==> src/rtl/trace_drain_engine.sv <==
// trace_drain_engine: drains the circular trace SRAM in FIFO order onto a valid/ready stream
module trace_drain_engine #(
  parameter int NumFields     = 5,
  parameter int AddrWidth     = 15,
  parameter int DataWidth     = 32,
  parameter int AddrBufBytes  = 16380,
  parameter int InstrBufBytes = 16384
) (
  input  logic                           clk_i,
  input  logic                           rst_i,
  input  logic [1:0]                     mode_i,
  input  logic                           clr_i,
  input  logic                           drain_en_i,
  input  logic                           wr_push_i,
  output logic [NumFields-1:0]           mem_req_o,
  output logic [NumFields*AddrWidth-1:0] mem_addr_o,
  input  logic [NumFields*DataWidth-1:0] mem_rdata_i,
  output logic                           m_valid_o,
  input  logic                           m_ready_i,
  output logic [NumFields*DataWidth-1:0] m_data_o,
  output logic                           read_ack_o,
  output logic [AddrWidth-1:0]           rd_ptr_o,
  output logic [12:0]                    occupancy_o,
  output logic                           overflow_o,
  output logic [15:0]                    drop_cnt_o,
  input  logic                           wm_en_i,
  input  logic [12:0]                    wm_lvl_i,
  output logic                           wm_irq_o
);
  localparam int PW = AddrWidth + 1;
  typedef enum logic [1:0] {IDLE, REQ, RESP, HOLD} state_e;
  state_e state;
  logic [1:0] mode_q;
  logic instr, push, issue, full, accept, go;
  logic [PW-1:0] incr, size, sum;
  logic [AddrWidth-1:0] nxt;
  logic [12:0] cap;
  assign instr = mode_q == 2'd1;
  assign incr = instr ? PW'(4) : PW'(4 * NumFields);
  assign size = instr ? PW'(InstrBufBytes) : PW'(AddrBufBytes);
  assign cap = instr ? 13'(InstrBufBytes / 4) : 13'(AddrBufBytes / (4 * NumFields));
  assign sum = {1'b0, rd_ptr_o} + incr;
  assign nxt = AddrWidth'(sum >= size ? sum - size : sum);
  assign push = wr_push_i && !mode_q[1];
  assign issue = state == REQ;
  assign full = occupancy_o == cap;
  assign accept = m_valid_o && m_ready_i;
  assign go = !mode_q[1] && drain_en_i && occupancy_o != '0;
  assign read_ack_o = accept;
  always_comb begin
    mem_req_o = '0;
    mem_addr_o = '0;
    for (int i = 0; i < NumFields; i++)
      if (issue && (!instr || i == 0)) begin
        mem_req_o[i] = 1'b1;
        mem_addr_o[i*AddrWidth +: AddrWidth] = rd_ptr_o + AddrWidth'(4 * i);
      end
  end
  always_ff @(posedge clk_i) begin
    if (rst_i || clr_i) begin
      state       <= IDLE;
      mode_q      <= rst_i ? 2'd0 : mode_i;
      rd_ptr_o    <= '0;
      occupancy_o <= '0;
      overflow_o  <= 1'b0;
      drop_cnt_o  <= '0;
      wm_irq_o    <= 1'b0;
      m_valid_o   <= 1'b0;
      m_data_o    <= '0;
    end else begin
      wm_irq_o <= wm_en_i && occupancy_o >= wm_lvl_i;
      // a push into a full buffer overwrites the oldest entry, so the reader skips it
      if (issue) begin
        rd_ptr_o <= nxt;
        if (!push) occupancy_o <= occupancy_o - 13'd1;
      end else if (push && full) begin
        rd_ptr_o   <= nxt;
        overflow_o <= 1'b1;
        if (drop_cnt_o != 16'hFFFF) drop_cnt_o <= drop_cnt_o + 16'd1;
      end else if (push) begin
        occupancy_o <= occupancy_o + 13'd1;
      end
      case (state)
        IDLE: if (go) state <= REQ;
        REQ:  state <= RESP;
        RESP: begin
          state     <= HOLD;
          m_valid_o <= 1'b1;
          m_data_o  <= instr ? {{(NumFields-1)*DataWidth{1'b0}}, mem_rdata_i[DataWidth-1:0]} : mem_rdata_i;
        end
        HOLD: if (accept) begin
          m_valid_o <= 1'b0;
          state     <= go ? REQ : IDLE;
        end
      endcase
    end
  end
endmodule

==> config.mk <==
export PLATFORM = sky130hd
export DESIGN_NAME = trace_drain_engine
export DESIGN_NICKNAME = d
export VERILOG_FILES = /design/src/rtl/trace_drain_engine.sv
export SDC_FILE = /design/constraint.sdc
export NUM_CORES = 1
export LEC_CHECK = 0
export BUFFER_PORTS_ARGS = -buffer_cell sky130_fd_sc_hd__buf_2
export CAP_MARGIN = 20
export CORE_AREA = 4 4 181 183
export DETAILED_ROUTE_END_ITERATION = 6
export DIE_AREA = 0 0 185 187
export PLACE_DENSITY = 0.71
export SYNTH_ARGS = -nofsm -noshare
export SYNTH_HDL_FRONTEND = slang
export SYNTH_SLANG_ARGS = --single-unit
==> constraint.sdc <==
create_clock -name clk_i -period 5.5 [get_ports clk_i]
set_input_delay 0.55 -clock clk_i [delete_from_list [all_inputs] [get_ports clk_i]]
set_output_delay 0.55 -clock clk_i [all_outputs]
set_load 0.03 [all_outputs]
======== Word level (Yosys, flattened, before mapping) ========
Cells that the tools add are included.
storage, ports and cells
  register bits ........................... 211
  memories ................................ 0
  bits in read-only memories .............. 0
  latch bits .............................. 0
  memory bits (writable) .................. 0
cells by class
  add/sub/neg operators ................... 9
  reduce and logical (&&, ||, !) cells .... 20
  order comparisons ....................... 2
  shifts and indexed selects .............. 0
  multipliers ............................. 0
  multiplexer cells ....................... 24
  bitwise operators ....................... 1
  equality and inequality tests ........... 10
  div/mod/pow operators ................... 0
operators by type and width
  kind                                                 count
  two-way mux 160 bit                                  1
  two-way mux 15 bit                                   9
  two-way mux 13 bit                                   5
  adder 15 x 4 -> 15 bit, second input constant        2
  adder 15 x 5 -> 16 bit                               1
  adder 16 x 1 -> 16 bit, second input constant        1
  >= comparator 16 x 15 -> 1 bit                       1
  inequality test 16 bit, second input constant        1
  adder 15 x 3 -> 15 bit, second input constant        1
  adder 15 x 5 -> 15 bit, second input constant        1
  subtractor 15 bit                                    1
  adder 13 x 1 -> 13 bit, second input constant        1
  equality test 13 bit                                 1
  >= comparator 13 bit                                 1
  nonzero test 13 bit                                  1
  subtractor 13 x 1 -> 13 bit, second input constant   1
  inequality test 2 bit, second input constant         4
  one-hot mux 2 bit (4 select lines)                   1
  logical AND 1 bit                                    7
  AND reduction 2 bit                                  3
  AND reduction 3 bit                                  2
  nonzero test 2 bit                                   3
  two-way mux 5 bit                                    1
  equality test 2 x 1 -> 1 bit, second input constant  2
  8 further kinds                                      14

======== Longest topological paths before layout ========
  word-level depth ........................ 7
  mapped depth ............................ 19

======== Least setup slack after synthesis ========
OpenSTA, ideal clock, no wires.
  path kind ............................... register -> register
  start ................................... register mode_q[0]
  end ..................................... register rd_ptr_o[10]
  period minus slack after synthesis ...... 3.949 ns
  library setup time ...................... 0.083 ns
  setup slack ............................. 1.551 ns
  data required time ...................... 5.417 ns
  arrival ................................. 3.866 ns
  stages on the path, launching flop included .. 16
  cells stage by stage .................... edfxtp_1 -> nand2_1 -> clkbuf_1 -> ha_1 -> a31oi_1 -> nor2_1 -> xor2_1 -> ha_1 -> o211a_1 -> o31ai_2 -> a211o_1 -> and4b_4 -> o21a_1 -> buf_6 -> or3b_1 -> o221ai_1
on the way
  word-level cells in the longest chain between the ends .. 7
  elaborated cells on any way between the ends .. 13
RTL lines
  item                                                                        RTL line  source
  start: declaration                                                          33        logic [1:0] mode_q;
  start signal: assignment                                                    62        mode_q <= rst_i ? 2'd0 : mode_i;
  equality test 2 x 1 -> 1 bit (*)                                            38        assign instr = mode_q == 2'd1;
  two-way mux 5 bit                                                           39        assign incr = instr ? PW'(4) : PW'(4 * NumFields);
  adder 15 x 5 -> 16 bit                                                      42        assign sum = {1'b0, rd_ptr_o} + incr;
  subtractor 15 bit / >= comparator 16 x 15 -> 1 bit (equally long branches)  43        assign nxt = AddrWidth'(sum >= size ? sum - size : sum);
  two-way mux 15 bit                                                          43
  two-way mux 15 bit                                                          76        end else if (push && full) begin
  two-way mux 15 bit                                                          73        if (issue) begin
  end signal: assignment                                                      74        rd_ptr_o <= nxt;
  end signal: assignment                                                      77        rd_ptr_o <= nxt;
  end: declaration                                                            22        output logic [AddrWidth-1:0] rd_ptr_o,
Every way passes the cells marked *; elsewhere a longest branch is shown, timed or not. The select of a mux whose other input is x is not followed.
A chain may end at the register's enable or synchronous reset.

======== Final worst setup path ========
  start ................................... register mode_q[0]
  end ..................................... register rd_ptr_o[11]
The elaborated chain is that of the path after synthesis.

==> key figures <==
Clock network
  – Total CTS buffers: 25
  – Clock sink count: 209
  – Clock transition at the registers of the reported paths: 60 ps
  – Worst-Skew Late Latency: 510 ps
  – CTS Root Cell: clkbuf_16
  – Cts hold-fix bufs: 0
  – CTS tree: built
  – # Post-CTS Setup Buffers: 0
  – PostCTS Resize Cnt: 0
  – H-tree levels: 1
  – Max Buffers Root-to-Sink: 3

Cells and area
  – # fillers: 3044
  – Synthesis-to-layout area growth: 29.5%
  – Fin util: 0.454
  – Final Cell Area: 0.0142 mm²
  – Final Net Count: 1966
  – Share of layout cells above drive strength 1: 0.296

Logic synthesis
  – Sequential fraction of the synthesis area: 0.384
  – Leading area contributor after synthesis: dfxtp_1
  – Syn avg cell area: 8.14 µm²
  – Synth area leaders: dfxtp_1, nand2b_1, a21oi_1
  – Synth top area share: 0.378
  – Mux cell area share after synthesis: 0.0441
  – Most common cell in the synthesized netlist: dfxtp_1
  – Largest family of logic cells by synthesized area: simple AND/OR/NAND/NOR gates
  – Xor/xnor cell area share of the yosys netlist: 0.0624
  – Number of synthesized register bits: 209
  – Synth warnings: 0
  – Commonest cells post-synth: dfxtp_1, a21oi_1, nand3_1
  – Number of synthesized flops with an enable pin: 2
  – Cell variety after synth: 66
  – Synth Area in Adders: 0.0596
  – Synth Area in Compound Gates: 0.131
  – Simple-gate share of the synthesized area: 0.261
  – Fraction of registers with async set/reset: 0
  – Synth Cell Area: 0.0110 mm²
  – Top_reg_cell synth: dfxtp_1
  – Syn Inst Count: 1346

Global route
  – First-pass GRT wire length: 53100 µm
  – Grt total ovfl: 0
  – Overall Global Routing Usage: 0.182
  – Vias in the first global route: 10100
  – Pin count of the biggest net entering global routing: 163
  – Initial antenna violation count: 1

Floorplan
  – DIE HEIGHT: 187 µm
  – IO Count: 470
  – Floorplan core area: 0.0312 mm²
  – Initial Utilization: 0.351
  – Die outline width: 185 µm
  – DIE AREA: 0.0346 mm²
  – Cell row count: 65

Flow run
  – Max-cap violations: 0

Placed design
  – DP HPWL: 25100 µm
  – Placement Setup Slack: 1160 ps
  – Post-DP Area: 0.0134 mm²
  – Port buffer count: 457
  – RD Place Congestion: 0.875

Timing
  – Final Skew: 15.0 ps
  – F_max: 228 MHz
  – Slew HR: 0.273
  – Tcrit/Tclk final: 0.798
  – Hold_ws: 276 ps
  – Post-route setup slack: 1110 ps
  – Worst-margin pin slew: 1090 ps
  – Final hold vios: 0
  – Tmin final: 4390 ps
  – Slew Limit Fails: 0
  – Setup violations, final: 0
  – RSZ-0062 raised after global routing: no
  – Setup TNS: 0 ps

Power
  – Leakage: 6.19 nW
  – Power Dens Cells: 245 mW/mm²
  – Peak VDD IR: 0.193 mV

Route
  – Via-to-Cell Ratio: 5.02
  – Number of remaining DRC errors: 0
  – Post-Route WL: 34200 µm
  – Vias: 10800
  – Antenna Nets Post-Route: 0
  – DR WL/cell: 15.9 µm
  – DRT iter0 DRCs: 521
  – TritonRoute pass-1 iters: 5

Setup path
  – Crit start category: flop
  – CP Max Fanout: 87
  – CP Class: flop to flop
  – CP Capture Type: flop
  – Required @ worst endpoint: 5900 ps
  – Critical path arrival: 4790 ps

Status
  – Status: finished, final reports clean

Hold path
  – HP Class: input port to flop
cells by family after synthesis:
family | count (synthesis)
and+or+nand+nor | 563
AOI/OAI and AO/OA | 248
DFF | 209
buffers and inverters | 148
xor gates and xnor gates | 78
adders and majority gates | 51
muxes | 48
other | 1
placed cells by master (no fill, tap or decap), types with 4 or more instances in the layout:
cell	count
buf_2	457
dfxtp_1	207
a21oi_1	160
nand3_1	147
nor2_1	139
nand2b_1	132
nand2_1	58
ha_1	48
mux2i_1	46
xor2_1	44
xnor2_1	34
inv_1	27
clkbuf_16	25
and2_1	19
o21ai_0	18
nand4_1	15
nor2b_1	12
conb_1	12
o21a_1	11
and3_1	10
buf_4	9
a31oi_1	8
nor3_1	8
or3_1	7
nor4_1	6
o21ai_1	5
clkbuf_8	5
clkinv_4	5
clkinv_2	5
o221ai_1	4
o211ai_1	4
worst paths after layout:
| kind | cells after the start | end | start | slack (ps) |
|---|---|---|---|---|
| setup / recovery | 11 | rd_ptr_o[11] | mode_q[0] | 1110 |
| hold / removal | 3 | m_data_o[2] | mem_rdata_i[2] | 280 |
| hold reg to reg | 2 | m_data_o[88] | m_data_o[88] | 460 |
| setup reg to reg | 11 | rd_ptr_o[11] | mode_q[0] | 1110 |
layer usage:
layer / wire length (µm) / global-route usage / part of all wire
met1: 14100 / 0.227 / 0.41
met5: 0 / 0 / 0
met3: 2980 / 0.0453 / 0.087
met2: 16000 / 0.311 / 0.47
met4: 1080 / 0.0531 / 0.032
worst max-delay path, cell delays in order (launching register included):
cell and delay (ps):
edfxtp_1 460, nand2_4 120, buf_4 690, inv_1 460, ha_1 470, nor2b_1 180, o31ai_2 310, a211o_1 220
and4b_4 250, o21a_1 590, mux2i_1 160, a221oi_1 320
where the power goes:
| part | switching, W | leakage (nW) | internal (W) |
|---|---|---|---|
| registers | 0.0000136 | 1.69 | 0.00152 |
| clock network | 0.000663 | 0.401 | 0.000950 |
| logic | 0.000206 | 4.10 | 0.000117 |
| total | 0.000883 | 6.19 | 0.00259 |
cell type report:
cell class,instances,area [µm²],share of cell area
inverter,30,118,0.00829
tap,402,503,0.0355
multi-input combinational,1000,6170,0.435
sequential,209,4200,0.296
timing repair buffer,467,2370,0.167
clock buffer,32,702,0.0495
clock inverter,12,106,0.00750
antenna,1,2.50,0.000176
metrics by stage:
| stage | total power [W] | std cells |
|---|---|---|
| floorplan | 0.00178 | 1357 |
| global placement | 0.00189 | 2108 |
| detailed placement | 0.00189 | 2108 |
| CTS | 0.00352 | 2152 |
| global route | 0.00362 | 2153 |
| finish | 0.00347 | 2153 |
state kept, by name (all words and copies together), names as in the netlist:
name,count
m_valid_o,1
drop_cnt_o,16
m_data_o,160
overflow_o,1
rd_ptr_o,13
occupancy_o,13
state,2
wm_irq_o,1
mode_q,2
Note: power is estimated with default switching activity, not from simulation.
